--- src/rtl/reg_ctx_pkg.sv ---
// Shared types and default widths for the register context save/restore engine.
package reg_ctx_pkg;

    localparam int DATA_W_DEF    = 32;
    localparam int RADDR_W_DEF   = 5;
    localparam int MADDR_W_DEF   = 32;
    localparam int FIRST_REG_DEF = 1;
    localparam int LAST_REG_DEF  = 31;

    localparam logic MODE_SAVE    = 1'b0;
    localparam logic MODE_RESTORE = 1'b1;

    typedef enum logic [2:0] {
        IDLE,
        RD_SETUP,
        MEM_XFER,
        RF_WR,
        FIN
    } state_t;

endpackage

--- src/rtl/reg_ctx_engine.sv ---
// Walks x1..x31 moving each register between the register file and a memory
// save area. Owns both register-file ports while BUSY is high.
//
// state    | meaning
// ---------+------------------------------------------------------------
// IDLE     | waiting for START; latches MODE, BASE_ADDR, idx=FIRST_REG
// RD_SETUP | save: present idx on RF_RADDR, capture RF_RDATA at the edge
// MEM_XFER | memory request for slot idx, held until MEM_ACK
// RF_WR    | restore: one-cycle write of the captured word into x[idx]
// FIN      | one-cycle DONE pulse, BUSY low, START ignored
module reg_ctx_engine
    import reg_ctx_pkg::*;
#(
    parameter int DATA_W    = DATA_W_DEF,
    parameter int RADDR_W   = RADDR_W_DEF,
    parameter int MADDR_W   = MADDR_W_DEF,
    parameter int FIRST_REG = FIRST_REG_DEF,
    parameter int LAST_REG  = LAST_REG_DEF
) (
    input  logic               CLK,
    input  logic               RESET_N,
    input  logic               START,
    input  logic               MODE,
    input  logic [MADDR_W-1:0] BASE_ADDR,
    output logic               BUSY,
    output logic               DONE,
    output logic [RADDR_W-1:0] RF_RADDR,
    input  logic [DATA_W-1:0]  RF_RDATA,
    output logic [RADDR_W-1:0] RF_WADDR,
    output logic [DATA_W-1:0]  RF_WDATA,
    output logic               RF_WRITE,
    output logic               MEM_REQ,
    output logic               MEM_WE,
    output logic [MADDR_W-1:0] MEM_ADDR,
    output logic [DATA_W-1:0]  MEM_WDATA,
    input  logic [DATA_W-1:0]  MEM_RDATA,
    input  logic               MEM_ACK
);

    localparam logic [RADDR_W-1:0] FIRST_IDX = RADDR_W'(FIRST_REG);
    localparam logic [RADDR_W-1:0] LAST_IDX  = RADDR_W'(LAST_REG);

    state_t             state, state_nx;
    logic [RADDR_W-1:0] idx, idx_nx;
    logic [DATA_W-1:0]  data, data_nx;
    logic               mode, mode_nx;
    logic [MADDR_W-1:0] base, base_nx;
    logic [MADDR_W-1:0] slot_addr;

    // Slot address wraps modulo 2^MADDR_W; BASE_ADDR alignment is not enforced.
    assign slot_addr = base + (MADDR_W'(idx) << 2);

    // State and datapath registers; reset aborts any transfer in flight.
    always_ff @(posedge CLK or negedge RESET_N) begin
        if (!RESET_N) begin
            state <= IDLE;
            idx   <= FIRST_IDX;
            data  <= '0;
            mode  <= MODE_SAVE;
            base  <= '0;
        end else begin
            state <= state_nx;
            idx   <= idx_nx;
            data  <= data_nx;
            mode  <= mode_nx;
            base  <= base_nx;
        end
    end

    // Next-state and outputs; outputs are decoded from state so they drop to 0
    // as soon as reset forces IDLE.
    always_comb begin
        state_nx  = state;
        idx_nx    = idx;
        data_nx   = data;
        mode_nx   = mode;
        base_nx   = base;
        BUSY      = 1'b0;
        DONE      = 1'b0;
        RF_RADDR  = '0;
        RF_WADDR  = '0;
        RF_WDATA  = '0;
        RF_WRITE  = 1'b0;
        MEM_REQ   = 1'b0;
        MEM_WE    = 1'b0;
        MEM_ADDR  = '0;
        MEM_WDATA = '0;

        case (state)
            IDLE: begin
                if (START) begin
                    mode_nx  = MODE;
                    base_nx  = BASE_ADDR;
                    idx_nx   = FIRST_IDX;
                    state_nx = (MODE == MODE_RESTORE) ? MEM_XFER : RD_SETUP;
                end
            end
            RD_SETUP: begin
                BUSY     = 1'b1;
                RF_RADDR = idx;
                data_nx  = RF_RDATA;
                state_nx = MEM_XFER;
            end
            MEM_XFER: begin
                BUSY      = 1'b1;
                MEM_REQ   = 1'b1;
                MEM_WE    = (mode == MODE_SAVE);
                MEM_ADDR  = slot_addr;
                MEM_WDATA = data;
                if (MEM_ACK) begin
                    if (mode == MODE_SAVE) begin
                        if (idx == LAST_IDX) begin
                            state_nx = FIN;
                        end else begin
                            idx_nx   = idx + RADDR_W'(1);
                            state_nx = RD_SETUP;
                        end
                    end else begin
                        data_nx  = MEM_RDATA;
                        state_nx = RF_WR;
                    end
                end
            end
            RF_WR: begin
                BUSY     = 1'b1;
                RF_WRITE = 1'b1;
                RF_WADDR = idx;
                RF_WDATA = data;
                if (idx == LAST_IDX) begin
                    state_nx = FIN;
                end else begin
                    idx_nx   = idx + RADDR_W'(1);
                    state_nx = MEM_XFER;
                end
            end
            FIN: begin
                DONE     = 1'b1;
                state_nx = IDLE;
            end
            default: begin
                state_nx = IDLE;
            end
        endcase
    end

endmodule

--- config.mk ---
export PLATFORM = sky130hd
export DESIGN_NAME = reg_ctx_engine
export DESIGN_NICKNAME = d
export VERILOG_FILES = /design/src/rtl/reg_ctx_pkg.sv /design/src/rtl/reg_ctx_engine.sv
export SDC_FILE = /design/constraint.sdc
export NUM_CORES = 1
export LEC_CHECK = 0
export ABC_AREA = 1
export BUFFER_PORTS_ARGS = -buffer_cell sky130_fd_sc_hd__buf_2
export CAP_MARGIN = 10
export CELL_PAD_IN_SITES_DETAIL_PLACEMENT = 2
export CELL_PAD_IN_SITES_GLOBAL_PLACEMENT = 2
export CORE_UTILIZATION = 24
export DETAILED_ROUTE_END_ITERATION = 12
export PLACE_DENSITY = 0.78
export SYNTH_ARGS = -nofsm -noshare
export SYNTH_HDL_FRONTEND = slang
export SYNTH_SLANG_ARGS = --single-unit
--- constraint.sdc ---
create_clock -name CLK -period 3.25 [get_ports CLK]
set_input_delay 0.65 -clock CLK [delete_from_list [all_inputs] [get_ports CLK]]
set_output_delay 0.65 -clock CLK [all_outputs]
set_load 0.02 [all_outputs]
Word-level counts from Yosys, hierarchy flattened
Cells that the tools add are included.
W data, S select, Z words.
{"block": "word_totals", "elab_cells": 50, "output_inout_bits": 111, "reg_bits": 73}
{"block": "op_classes", "n_mux": 25, "bitwise_logic": 1, "n_eq_ne": 9, "n_reduce_logical": 8, "n_addsub": 2}
{"cell": "$mux W32", "n": 5}
{"cell": "$pmux W32 S2", "n": 1}
{"cell": "$add A32 B7 Y32", "n": 1}
{"cell": "$mux W5", "n": 6}
{"cell": "$mux W3", "n": 5}
{"cell": "$pmux W5 S3", "n": 1}
{"cell": "$pmux W3 S4", "n": 1}
{"cell": "$ne A2 B2 Y1 const B", "n": 4}
{"cell": "$eq A3 B2 Y1 const B", "n": 2}
{"cell": "$add A5 B1 Y5 const B", "n": 1}
{"cell": "$eq A5 B5 Y1 const B", "n": 1}
{"cell": "$mux W1", "n": 5}
{"cell": "$reduce_and A2 Y1", "n": 2}
{"cell": "$reduce_and A4 Y1", "n": 1}
{"cell": "$eq A3 B1 Y1 const B", "n": 1}
{"cell": "$eq A3 B3 Y1 const B", "n": 1}
{"cell": "$logic_not A3 Y1", "n": 1}
{"cell": "$reduce_and A3 Y1", "n": 1}
{"cell": "$reduce_bool A3 Y1", "n": 1}
{"cell": "$reduce_or A3 Y1", "n": 1}
{"cell": "$mux W2", "n": 1}
{"cell": "$reduce_bool A2 Y1", "n": 1}
{"cell": "$not A1 Y1", "n": 1}

Logic depth before layout (Yosys ltp)
Gate-level depths: netlist (run 1).
{"block": "logic_depth", "word_depth": 5, "ltp_mapped": 12}

Worst setup path before layout (run 1)
OpenSTA, ideal clock, no wires.
{"block": "synth_timing", "kind": "register to output", "from": "reg idx[0]", "to": "out MEM_ADDR[14]", "path_slack_ns": 0.543, "stages_incl_launch_ff": 11, "arrival_ns": 2.057, "t_required_ns": 2.600, "path_cell_list": "dfstp_2 -> ha_1 -> inv_1 -> fa_1 -> inv_1 -> nand2_1 -> a21oi_1 -> nand2_1 -> nand2_1 -> o21ai_0 -> nor2_1"}
{"block": "synth_via", "elab_chain_cells": 2}
{"element": "from (decl)", "line": "reg_ctx_engine.sv:44", "rtl": "logic [RADDR_W-1:0] idx, idx_nx;"}
{"element": "from (signal assigned)", "line": "reg_ctx_engine.sv:63", "rtl": "idx <= idx_nx;"}
{"element": "$add A32 B7 Y32", "line": "reg_ctx_engine.sv:51", "rtl": "assign slot_addr = base + (MADDR_W'(idx) << 2);"}
{"element": "$mux W32", "line": "reg_ctx_engine.sv:89", "rtl": "case (state)"}
{"element": "to (decl)", "line": "reg_ctx_engine.sv:34", "rtl": "output logic [MADDR_W-1:0] MEM_ADDR,"}
Every way passes these cells.

Final worst setup path (run 1)
{"block": "layout_timing", "from": "reg idx[0]", "to": "out MEM_ADDR[18]"}
The elaborated chain is that of the path after synthesis.

==> results.md, run 1 <==
Status:
- The flow ran to the end, and the final reports show no timing, DRC or antenna violations.

Drt:
- The detail-routed via count per cell is 4.56.
- The first TritonRoute pass finished after 4 iterations.
- For this block, the via count after detailed routing is 5,681.
- For this block, the routed nets add up to 19.6 mm of wire.
- The residual DRC count is 0.
- The detailed router finished its first iteration with 142 violations.
- The count of nets left with antenna violations once routing finished came out at 0.
- Dividing the detail-routed wire length by the instance count gives 15.7 um.

Clock network:
- In this run the number of H-tree levels came out at 3.
- The clock-pin slew reported for the worst setup and hold paths after clock tree synthesis is 70 ps.
- The clock latency on the worst-skew pair is 340 ps.
- Clock tree synthesis found a total of 73 sinks.
- The cts-stage hold buffer count is 0.
- The number of clock buffers added by TritonCTS is 9.
- Clock tree synthesis selected as its root buffer the cell clkbuf_16.
- In this run the deepest clock path goes through 2 buffers.
- TritonCTS built the clock tree.

Global route:
- The maximum number of pins on one net before global-route repair is 74.
- The all-layer global routing usage is 19.6%.
- The first global-routing pass estimated 31.1 mm of wire.
- The initial antenna violation count came to 1.
- After global routing the overflow that remains totals 0.
- The number of global-route vias before repair was 6,054.

Die:
- From bottom edge to top edge, the die measures 144 um.
- The die footprint is 20,800 um^2.
- The die width is 144 um.
- 212 I/O pins were placed.
- After floorplanning, the core was sized to cover 19,700 um^2.
- The initialized floorplan defines 51 standard-cell rows.
- The initial utilization of the core area, before any placement, comes to 24.7%.

Logic synthesis:
- A synthesized cell averages 6.29 um^2.
- The count of state elements after synthesis is 73.
- The number of warning messages in the yosys log is 0.
- The synthesized net count is 882.
- The area of the mapped netlist is 4860 um^2.
- After technology mapping, the gate count stands at 773.
- For this run, the register share of the synthesized area comes to 37.6%.
- The distinct cell type count after synthesis is 26.

Power and ir drop:
- Across the VDD grid, the largest voltage drop is 0.000267 V.
- Total power for the finished layout comes to 6.70 mW.
- The leakage power is 3.79 nW.
- The power density of the placed cells is 1010 nW/um^2.

STA:
- The clock period minus final worst setup slack is 3090 ps.
- Setup repair after global routing could not meet its margin everywhere.
- For the pin with the worst max-slew slack, the measured transition is 794 ps.
- Adding up every negative setup slack in the final design gives 0 ps.
- The final number of hold-violating endpoints came to 0.
- The count of pins over their slew limit is 0.
- Setup violations remaining at the end of the flow were counted as 0.
- On the final layout, the worst clock skew is 9.86 ps.
- The post-route fraction of the period consumed by the critical path is 95.1%.
- The worst relative slew slack is 47.0%.
- Static timing analysis puts the maximum clock frequency at 324 MHz.

Setup path:
- The signal on the critical path passes through ha_2, inv_1, fa_2, inv_2, nand2_2, nand2_1, nand3_2, nand2_4, nand2_1, nand2_1, nand2_1, nor2_1, buf_4.
- The critical path contains buffers and inverters numbering 3 combined.
- Setup slack on the worst reg-to-reg path comes out at 660 ps.
- The endpoint required time on the critical path is 2600 ps.
- The endpoint arrival time on the critical path is 2440 ps.
- The most numerous cell type found on the critical path is nand2_1.
- The worst setup path is launched from a flip-flop.
- The critical path class is reg2out.
- Of all nets on the critical path, the largest fanout is 7.
- Counting cells, the worst reg-to-reg path comes to 8.
- The worst flop-to-flop path endpoint is data[16].
- In this run the critical register-to-register path is launched from state[2].
- The worst setup path is captured at an output pin.
- The slowest library cell on the worst path is dfstp_2.
- The gate family responsible for the most delay along the worst path is simple AND/OR/NAND/NOR gates.
- For this run, the slowest stage of the critical path takes 550 ps.

Finish:
- For this run, the post-layout net count is 1,084.
- Summing all multi-input logic gate instances after layout gives 2600 um^2.
- Cells with a size suffix above 1 make up 27.1% of the layout.
- The layout-stage area growth over the synthesis result is 36.4%.
- Summing all flip-flop and latch instances after layout gives 1830 um^2.
- The count of fill cells added during filler insertion is 2,536.

Placed design:
- The quantity of I/O buffers inserted on ports is 211.
- The congestion estimate from routability-driven global placement came to 0.778.
- The detailed placement HPWL is 14.9 mm.

Flow run:
- The count of maximum capacitance violations is 0.

Hold path:
- In this run the worst hold path is classified as in2async.
==> synthesized netlist by cell type <==
cell / n / area [um^2]
a21boi_4: 1 / 18.8
a21oi_1: 34 / 170
a31oi_1: 1 / 6.26
and2_1: 2 / 12.5
buf_1: 4 / 15.0
buf_2: 14 / 70.1
clkbuf_1: 9 / 33.8
dfrtp_1: 72 / 1800
dfstp_2: 1 / 26.3
fa_1: 1 / 20.0
ha_1: 7 / 87.6
inv_1: 91 / 342
inv_2: 3 / 11.3
mux2_2: 14 / 158
nand2_1: 256 / 961
nand2_2: 2 / 12.5
nand3_1: 25 / 125
nand3b_1: 2 / 15.0
nand4_1: 7 / 43.8
nor2_1: 171 / 642
nor2_4: 1 / 11.3
nor3_1: 1 / 5.00
o2111ai_1: 1 / 8.76
o21ai_0: 39 / 195
o21ai_1: 13 / 65.1
or2_2: 1 / 6.26
==> worst reg2reg max path, cell delays in order (launching register included) <==
cell	delay, ps
dfrtp_1	390
inv_2	90
nand2_2	100
nor2_4	110
buf_4	580
nand2_1	280
a21boi_4	200
buf_4	500
o21ai_0	200
==> cell usage in the layout, fill, tap and decap left out, drive strengths merged <==
cell type  synthesis  routed
nand2            258     258
buf               18     218
nor2             172     172
inv               94      94
dfrtp             72      72
o21ai             52      52
a21oi             34      34
nand3             25      25
mux2              14      14
clkbuf             9      11
nand4              7       7
ha                 7       7
bufinv             0       4
nand3b             2       2
and2               2       2
diode              0       1
nor3               1       1
a31oi              1       1
a21boi             1       1
or2                1       1
o2111ai            1       1
fa                 1       1
clkinv             0       1
dfstp              1       1
==> flip-flops by register name (all words and copies together), names as in the netlist <==
register / flops
base: 32
data: 32
mode: 1
state: 3
idx: 5
==> cells by family after synthesis <==
family,count (synthesis),synth area share (%)
mux,14,3.24
flops,73,37.6
simple gates,468,37.7
buf+inv,121,9.70
fa+ha+maj,8,2.21
compound gates,89,9.54
==> repair_timing <==
| item | 4_1_cts | 5_1_grt |
|---|---|---|
| resized for setup | 6 | 8 |
| endpoints found under the setup margin | 8 | 14 |
| endpoints found under the hold margin | 0 | 0 |
| pin swaps | 1 | 1 |
| buffers inserted | 1 | 0 |
==> power breakdown <==
group | total (mW) | internal (mW) | switching, mW
combinational | 3.75 | 1.14 | 2.61
sequential | 1.66 | 1.34 | 0.321
clock | 1.29 | 0.870 | 0.423
==> layout make-up <==
cell class	instances	area share, %
clock inverters	5	1.89
repair buffers	218	17.2
flip-flops and latches	73	27.6
well taps	265	5.00
inverters	94	5.32
diodes	1	0.0377
clock buffers	11	3.81
multi-input cells	579	39.2
==> layer usage <==
layer | GRT usage, % | wire (um)
met5 | 0 | 0
met3 | 6.32 | 1480
met2 | 34.5 | 9440
met1 | 22.7 | 8370
met4 | 5.26 | 279
==> through the flow <==
| stage | hold slack, ps | area, um^2 | instances | worst slack, ps | util [%] |
|---|---|---|---|---|---|
| after floorplan | 354 | 4860 | 773 | 543 | - |
| after CTS | 340 | 6610 | 1245 | 42.6 | 33.6 |
| after global routing | 355 | 6630 | 1245 | -2.86 | 33.7 |
| after global placement | 497 | 6200 | 1228 | 326 | 31.6 |
| final | 324 | 6640 | 1246 | 159 | 33.8 |
| after detailed placement | 502 | 6200 | 1228 | 176 | 31.6 |
==> worst max-delay path by stage <==
stage	to	start	slack, ps	cells past startpoint
floorplan	MEM_ADDR[14]	idx[0]	540	10
global placement	MEM_ADDR[14]	idx[0]	330	11
detailed placement	MEM_ADDR[14]	idx[0]	180	11
CTS	MEM_ADDR[18]	idx[0]	40	13
global route	MEM_ADDR[18]	idx[0]	-3	13
finish	MEM_ADDR[18]	idx[0]	160	13
Power figures use the tool's default switching activity.
==> run 2, diff against run 1 <==
Settings changed: CORE_UTILIZATION 24 to 25, PLACE_DENSITY 0.78 to 0.81.
Clock period 3.25 ns to 3.6 ns, I/O delays scaled along.
==> results.md, run 2 (synthesis gave the netlist of run 1 again) <==
Status:
- The run finished with clean final reports.

STA:
- The worst setup slack after layout is 203 ps (+43.1 ps).
- The count of pins over their slew limit came to 0 (unchanged).
- Setup repair after global routing left no endpoint under its margin.
- The worst relative slew slack is 32.7% (-14 points).
- The post-route fraction of the period consumed by the critical path is 94.4%.
- For this run, the top clock speed supported by timing is 294 MHz.
- The worst setup skew after layout is 6.15 ps (-3.71 ps).
- The total negative slack for setup checks was 0 ps (unchanged).
- The slew of the pin with the lowest slew margin was 1010 ps (+216 ps).
- The final number of hold-violating endpoints is 0 (unchanged).
- The setup-violating endpoint count in the final report is 0 (unchanged).
- The clock period minus final worst setup slack is 3400 ps.
- The final hold slack was 516 ps (+192 ps).

Setup path:
- In this run the critical register-to-register path is launched from state[2].
- The biggest cell delay along the critical path came to 590 ps (+40 ps).
- The worst setup path is of the reg2out kind.
- The gate family responsible for the most delay along the worst path is adder cells.
- The most repeated library cell on the critical path is nand2_1.
- The startpoint type of the worst setup path is a flip-flop.
- The maximum fanout along the worst path is 6 (-1).
- The endpoint arrival time on the critical path came to 2680 ps (+240 ps).
- Traced cell by cell, the critical path runs through ha_1, inv_1, fa_1, inv_1, nand2_1, a21oi_4, nand2_1, nand2_1, o21ai_0, nor2_1, buf_2.
- The buffer and inverter count on the worst path is 3 (unchanged).
- The worst setup path is captured at an output pin.
- The worst setup path startpoint is idx[0].
- The slowest library cell on the worst path is dfstp_2.
- The endpoint required time on the critical path is 2880 ps (+280 ps).

Placed design:
- The placement-stage worst setup slack is 408 ps (+232 ps).
- The final weighted congestion in routability-driven placement is 0.789 (+1.4%).
- The quantity of I/O buffers inserted on ports is 211 (unchanged).
- The detailed placement HPWL came to 14.9 mm (-0.37%).

Drt:
- The detail-routed via count per cell is 4.56 (+0.10%).
- The post-detailed-route wirelength per cell is 15.7 um (-0.28%).
- The antenna violation net count after detailed routing is 0 (unchanged).
- The detailed-routing iteration count for the pre-antenna-repair pass came to 4 (unchanged).
- The initial detailed-routing violation count is 149 (+4.9%).
- The post-detailed-routing wire length came to 19.4 mm (-0.84%).
- The residual DRC count is 0 (unchanged).
- The total vias in the final route is 5,655 (-0.46%).

Finish:
- The combined area of the multi-input logic cells is 2580 um^2 (-0.91%).
- The fraction of final layout cells with drive strength greater than 1 is 26.1% (-1.1 points).
- The library cell used most frequently in the layout, excluding fill and tap cells, is nand2_1.
- The utilization after layout is 34.2% (+0.40 points).
- The count of fill cells added during filler insertion is 2,409 (-5.0%).
- The final net count was 1,083 (-0.092%).
- Relative to the synthesized area, the layout overhead comes to 32.7%.
- The footprint of the flip-flops and latches is 1830 um^2 (unchanged).
- In the layout the commonest cells are nand2_1, buf_2, nor2_1, inv_1, dfrtp_1.
- The largest registers in the layout are base x32, data x32, idx x5.

Power and ir drop:
- The leakage power is 3.72 nW (-1.9%).
- The power density of the placed cells is 879 nW/um^2 (-13%).
- The maximum ir drop on the vdd rail is 0.000263 V (-1.5%).

Global route:
- In this run the most used layer during global routing was met2.
- The maximum number of pins on one net before global-route repair is 74 (unchanged).
- The wire length of the first global-routing pass is 31.2 mm (about the same).
- The met3 usage is 4.52% (-1.8 points).
- The fraction of met1 tracks used by global routing is 23.8% (+1.1 points).
- The all-layer global routing usage was 20.2% (+0.55 points).
- The initial antenna violation count is 1 (unchanged).
- The met2 layer usage reported by global route is 35.8% (+1.3 points).
- The number of global-route vias before repair is 6,053 (-0.017%).
- The total global routing overflow came to 0 (unchanged).

Hold path:
- The startpoint identified for the worst hold timing path is base[0].
- The worst hold path belongs to the class reg2reg.

Clock network:
- The number of H-tree levels is 3 (unchanged).
- The buffer cell driving the clock tree root is clkbuf_16.
- The cts-stage hold buffer count was 0 (unchanged).
- TritonCTS built the clock tree.
- The CTS buffer count is 9 (unchanged).
- The clock latency on the worst-skew pair is 350 ps (about the same).
- The clock-pin slew reported for the worst setup and hold paths after clock tree synthesis is 60 ps (about the same).
- The number of buffers between clock root and the deepest sink was 2 (unchanged).
- The number of sinks on the clock net is 73 (unchanged).

Die:
- The die span in y was 141 um (-2.0%).
- The die footprint is 20,000 um^2 (-3.9%).
- The row count was 50 (-2.0%).
- The die width is 141 um (-2.0%).
- The effective utilization at floorplan is 25.7% (+1.0 points).
- The I/O pin count was 212 (unchanged).
- The placeable core region came to 18,900 um^2 (-3.9%).

Flow run:
- The count of maximum capacitance violations is 0 (unchanged).
## run 2: cell types whose count changed in the layout (fill, tap and decap cells not counted), moves of 2 or more
cell,previous run,this run
buf_2,208,210
clkbuf_1,0,2
buf_12,2,0
bufinv_16,4,0
nand2_1,253,255
## run 2: path summary, 6_finish.rpt
path | slack [ps] | to | cells after the start
setup / recovery | 200 | MEM_ADDR[14] | 11
hold / removal | 520 | base[0] | 2
setup reg to reg | 1030 | data[12] | 9
hold reg to reg | 520 | base[0] | 2
max in group asynchronous | 2410 | data[20] | 1
min in group asynchronous | 540 | base[6] | 1
## run 2: layout make-up
class / instances / area share, %
Sequential cell: 73 / 28.3
Inverter: 94 / 5.47
Clock buffer: 12 / 3.82
Timing Repair Buffer: 217 / 17.1
Tap cell: 260 / 5.04
Clock inverter: 3 / 0.271
Antenna cell: 1 / 0.0388
Multi-Input combinational cell: 579 / 39.9
## run 2: report_power, final
part | switching (mW) | leakage (nW) | internal, mW | total, mW
registers | 0.293 | 0.878 | 1.21 | 1.50
clock network | 0.364 | 0.128 | 0.480 | 0.844
logic | 2.33 | 2.71 | 1.00 | 3.33
## run 2: through the flow
| stage | total power [mW] | area (um^2) | std cells |
|---|---|---|---|
| floorplan | 3.71 | 4860 | 773 |
| global placement | 4.75 | 6170 | 1223 |
| detailed placement | 4.86 | 6170 | 1223 |
| CTS | 5.78 | 6440 | 1238 |
| global route | 6.19 | 6450 | 1239 |
| finish | 5.67 | 6450 | 1239 |
## run 2: repair_timing
item | in CTS | in global routing
resized for setup | 1 | 2
endpoints found under the hold margin | 0 | 0
endpoints found under the setup margin | 1 | 4
buffers inserted | 0 | 0
## run 2: routing by layer
layer | vias to the layer above | part of all wire, %
li1 | 2775 | -
met1 | 2704 | 44
met2 | 157 | 48
met3 | 19 | 5.7
met4 | 0 | 1.8
met5 | - | 0
## run 2: tightest hold or removal path: stages (launching register included)
cell,delay (ps)
dfrtp_1,320
inv_1,50
a21oi_1,110
==> run 3, diff against run 2 <==
Settings changed: CORE_UTILIZATION 25 to 24, PLACE_DENSITY 0.81 to 0.78.
Clock period 3.6 ns to 3.4 ns, I/O delays scaled along.
==> results.md, run 3 (synthesis gave the netlist of run 1 again) <==
Status:
- The flow ran to the end, and the final reports show no timing, DRC or antenna violations.

STA:
- The worst setup slack after layout is 142 ps (-60.9 ps).
- The slew of the pin with the lowest slew margin is 992 ps (-17.8 ps).
- The final number of hold-violating endpoints is 0 (unchanged).
- The worst relative slew slack was 33.8% (+1.2 points).
- Based on the critical path, the design can be clocked at up to 307 MHz.
- The clock period minus final worst setup slack is 3260 ps.
- The count of pins over their slew limit is 0 (unchanged).
- The post-route fraction of the period consumed by the critical path is 95.8%.
- The final hold slack is 495 ps (-21.2 ps).
- The setup-violating endpoint count in the final report is 0 (unchanged).
- The worst setup skew after layout was 11.5 ps (+5.32 ps).

Setup path:
- The critical path class is reg2out.
- The maximum fanout along the worst path is 7 (+1).
- The slowest library cell on the worst path is dfstp_2.
- Walking the worst path, the cells encountered are ha_2, inv_1, fa_1, inv_2, nand2_2, nand2_1, nand3_1, nand2_4, nand2_1, nand2_1, nand2_1, nor2_1, buf_2.
- The most repeated library cell on the critical path is nand2_1.
- The endpoint required time on the critical path was 2720 ps (-160 ps).
- The biggest cell delay along the critical path is 550 ps (-40 ps).
- The kind of end point of the critical path is an output pin.
- The endpoint arrival time on the critical path is 2580 ps (-100 ps).
- The startpoint type of the worst setup path is a flip-flop.

Clock network:
- The clock latency on the worst-skew pair came to 350 ps (about the same).
- The clock-pin slew reported for the worst setup and hold paths after clock tree synthesis is 70 ps (about the same).
- The buffer cell driving the clock tree root is clkbuf_16.
- TritonCTS built the clock tree.
- The cts-stage hold buffer count is 0 (unchanged).
- The number of buffers between clock root and the deepest sink is 2 (unchanged).
- The CTS buffer count is 9 (unchanged).
- The number of sinks on the clock net is 73 (unchanged).
- The number of H-tree levels is 3 (unchanged).

Drt:
- The detailed-routing iteration count for the pre-antenna-repair pass is 4 (unchanged).
- The residual DRC count is 0 (unchanged).
- The total vias in the final route is 5,661 (+0.11%).
- The detail-routed via count per cell came to 4.54 (-0.46%).
- The antenna violation net count after detailed routing is 0 (unchanged).
- The post-detailed-route wirelength per cell is 15.4 um (-1.6%).
- The post-detailed-routing wire length is 19.2 mm (-1.1%).
- The initial detailed-routing violation count is 130 (-13%).

Placed design:
- The detailed placement HPWL was 14.6 mm (-1.7%).
- The number of cells after detailed placement is 1,228 (+0.41%).
- The final weighted congestion in routability-driven placement is 0.775 (-1.7%).
- The total cell area at the placement stage came to 6180 um^2 (+0.10%).
- The quantity of I/O buffers inserted on ports is 211 (unchanged).
- The placement-stage worst setup slack is 276 ps (-132 ps).

Finish:
- The final standard cell count with taps included and fillers excluded was 1,246 (+0.56%).
- The layout-stage area growth over the synthesis result is 34.5%.
- The post-layout instance area came to 6540 um^2 (+1.3%).
- The fraction of final layout cells with drive strength greater than 1 is 26.7% (+0.63 points).
- Leaving out fill and tap cells, the most frequent cells in the layout are nand2_1, buf_2, nor2_1, inv_1, dfrtp_1.
- The total inserted antenna cells was 0 (-1).
- In the final layout, the registers with the most flip-flops are base x32, data x32, idx x5.
- The final net count is 1,085 (+0.18%).
- The most common cell after layout, fill and taps aside is nand2_1.

Power and ir drop:
- The switching power was 3.16 mW (+5.9%).
- The switching portion of total power was 51.2% (-1.4 points).
- The power density of the placed cells is 944 nW/um^2 (+7.4%).
- The sequential share of power came to 25.5% (-1.0 points).
- The internal cell power came to 3.01 mW (+12%).
- The relative contribution of the clock network to total power is 17.2% (+2.3 points).
- The leakage power came to 3.76 nW (+1.0%).
- The maximum ir drop on the vdd rail came to 0.000351 V (+33%).
- The relative contribution of combinational cells to total power is 57.2% (-1.5 points).

Global route:
- The all-layer global routing usage is 19.0% (-1.2 points).
- The wire length of the first global-routing pass is 30.2 mm (-3.2%).
- The initial antenna violation count is 1 (unchanged).
- The number of global-route vias before repair is 5,906 (-2.4%).
- The maximum number of pins on one net before global-route repair is 74 (unchanged).
- The total global routing overflow was 0 (unchanged).

Hold path:
- The path class of the tightest hold or removal check is in2async.

Die:
- The die footprint is 20,800 um^2 (+4.1%).
- The I/O pin count is 212 (unchanged).
- The placeable core region is 19,700 um^2 (+4.0%).
- The die span in y is 144 um (+2.0%).
- The row count is 51 (+2.0%).
- The die width is 144 um (+2.0%).
- The effective utilization at floorplan was 24.7% (-1.0 points).

Flow run:
- The count of maximum capacitance violations is 0 (unchanged).
## run 3: repair_timing
action | CTS | global route
buffers inserted | 0 | 2
cloned | 0 | 0
resized for setup | 2 | 5
setup endpoints to repair | 5 | 10
## run 3: worst paths after layout
| path | startpoint | endpoint | slack (ps) | cells after the start |
|---|---|---|---|---|
| max | idx[0] | MEM_ADDR[18] | 140 | 13 |
| min | RESET_N | base[5] | 490 | 1 |
| max reg2reg | state[2] | data[15] | 810 | 8 |
| min reg2reg | base[2] | base[2] | 520 | 1 |
| max in group asynchronous | RESET_N | idx[0] | 2220 | 2 |
| min in group CLK | base[2] | base[2] | 520 | 1 |
## run 3: critical path: cells and delay by family, from the launching register on
family                   cells  cell delay, ps
adder cells (fa/ha/maj)      2             620
flip-flops                   1             550
AND/OR/NAND/NOR              8             740
buffers and inverters        3             330
## run 3: final cells by class
| cell class | instances | area, um^2 |
|---|---|---|
| Fill cell | 2524 | 13100 |
| Inverter | 94 | 353 |
| Tap cell | 265 | 332 |
| Multi-Input combinational cell | 579 | 2590 |
| Timing Repair Buffer | 219 | 1120 |
| Clock buffer | 11 | 243 |
| Clock inverter | 5 | 78.8 |
| Sequential cell | 73 | 1830 |
## run 3: routing by layer
metal / wire length (um) / up-vias / global-route usage (%)
met4: 265 / 0 / 5.04
met3: 1400 / 23 / 6.03
met5: 0 / - / 0
met2: 9190 / 164 / 33.2
met1: 8350 / 2694 / 22.4
li1: - / 2780 / -
## run 3: stage by stage
stage	total power, mW	util (%)	TNS (ps)
after floorplan	3.93	-	0
after global placement	5.05	31.4	0
after detailed placement	5.15	31.4	0
after CTS	6.26	33.1	-23.4
after global routing	6.77	33.3	-17.6
final	6.17	33.3	0
## run 3: power groups by stage
stage          Clock [mW]  Combinational, mW  Sequential (mW)
3_5_place_dp            0               3.55             1.60
3_3_place_gp            0               3.47             1.58
5_1_grt              1.12               4.02             1.63
4_1_cts              1.09               3.57             1.59
2_1_floorplan           0               2.45             1.48
6_report             1.06               3.53             1.58
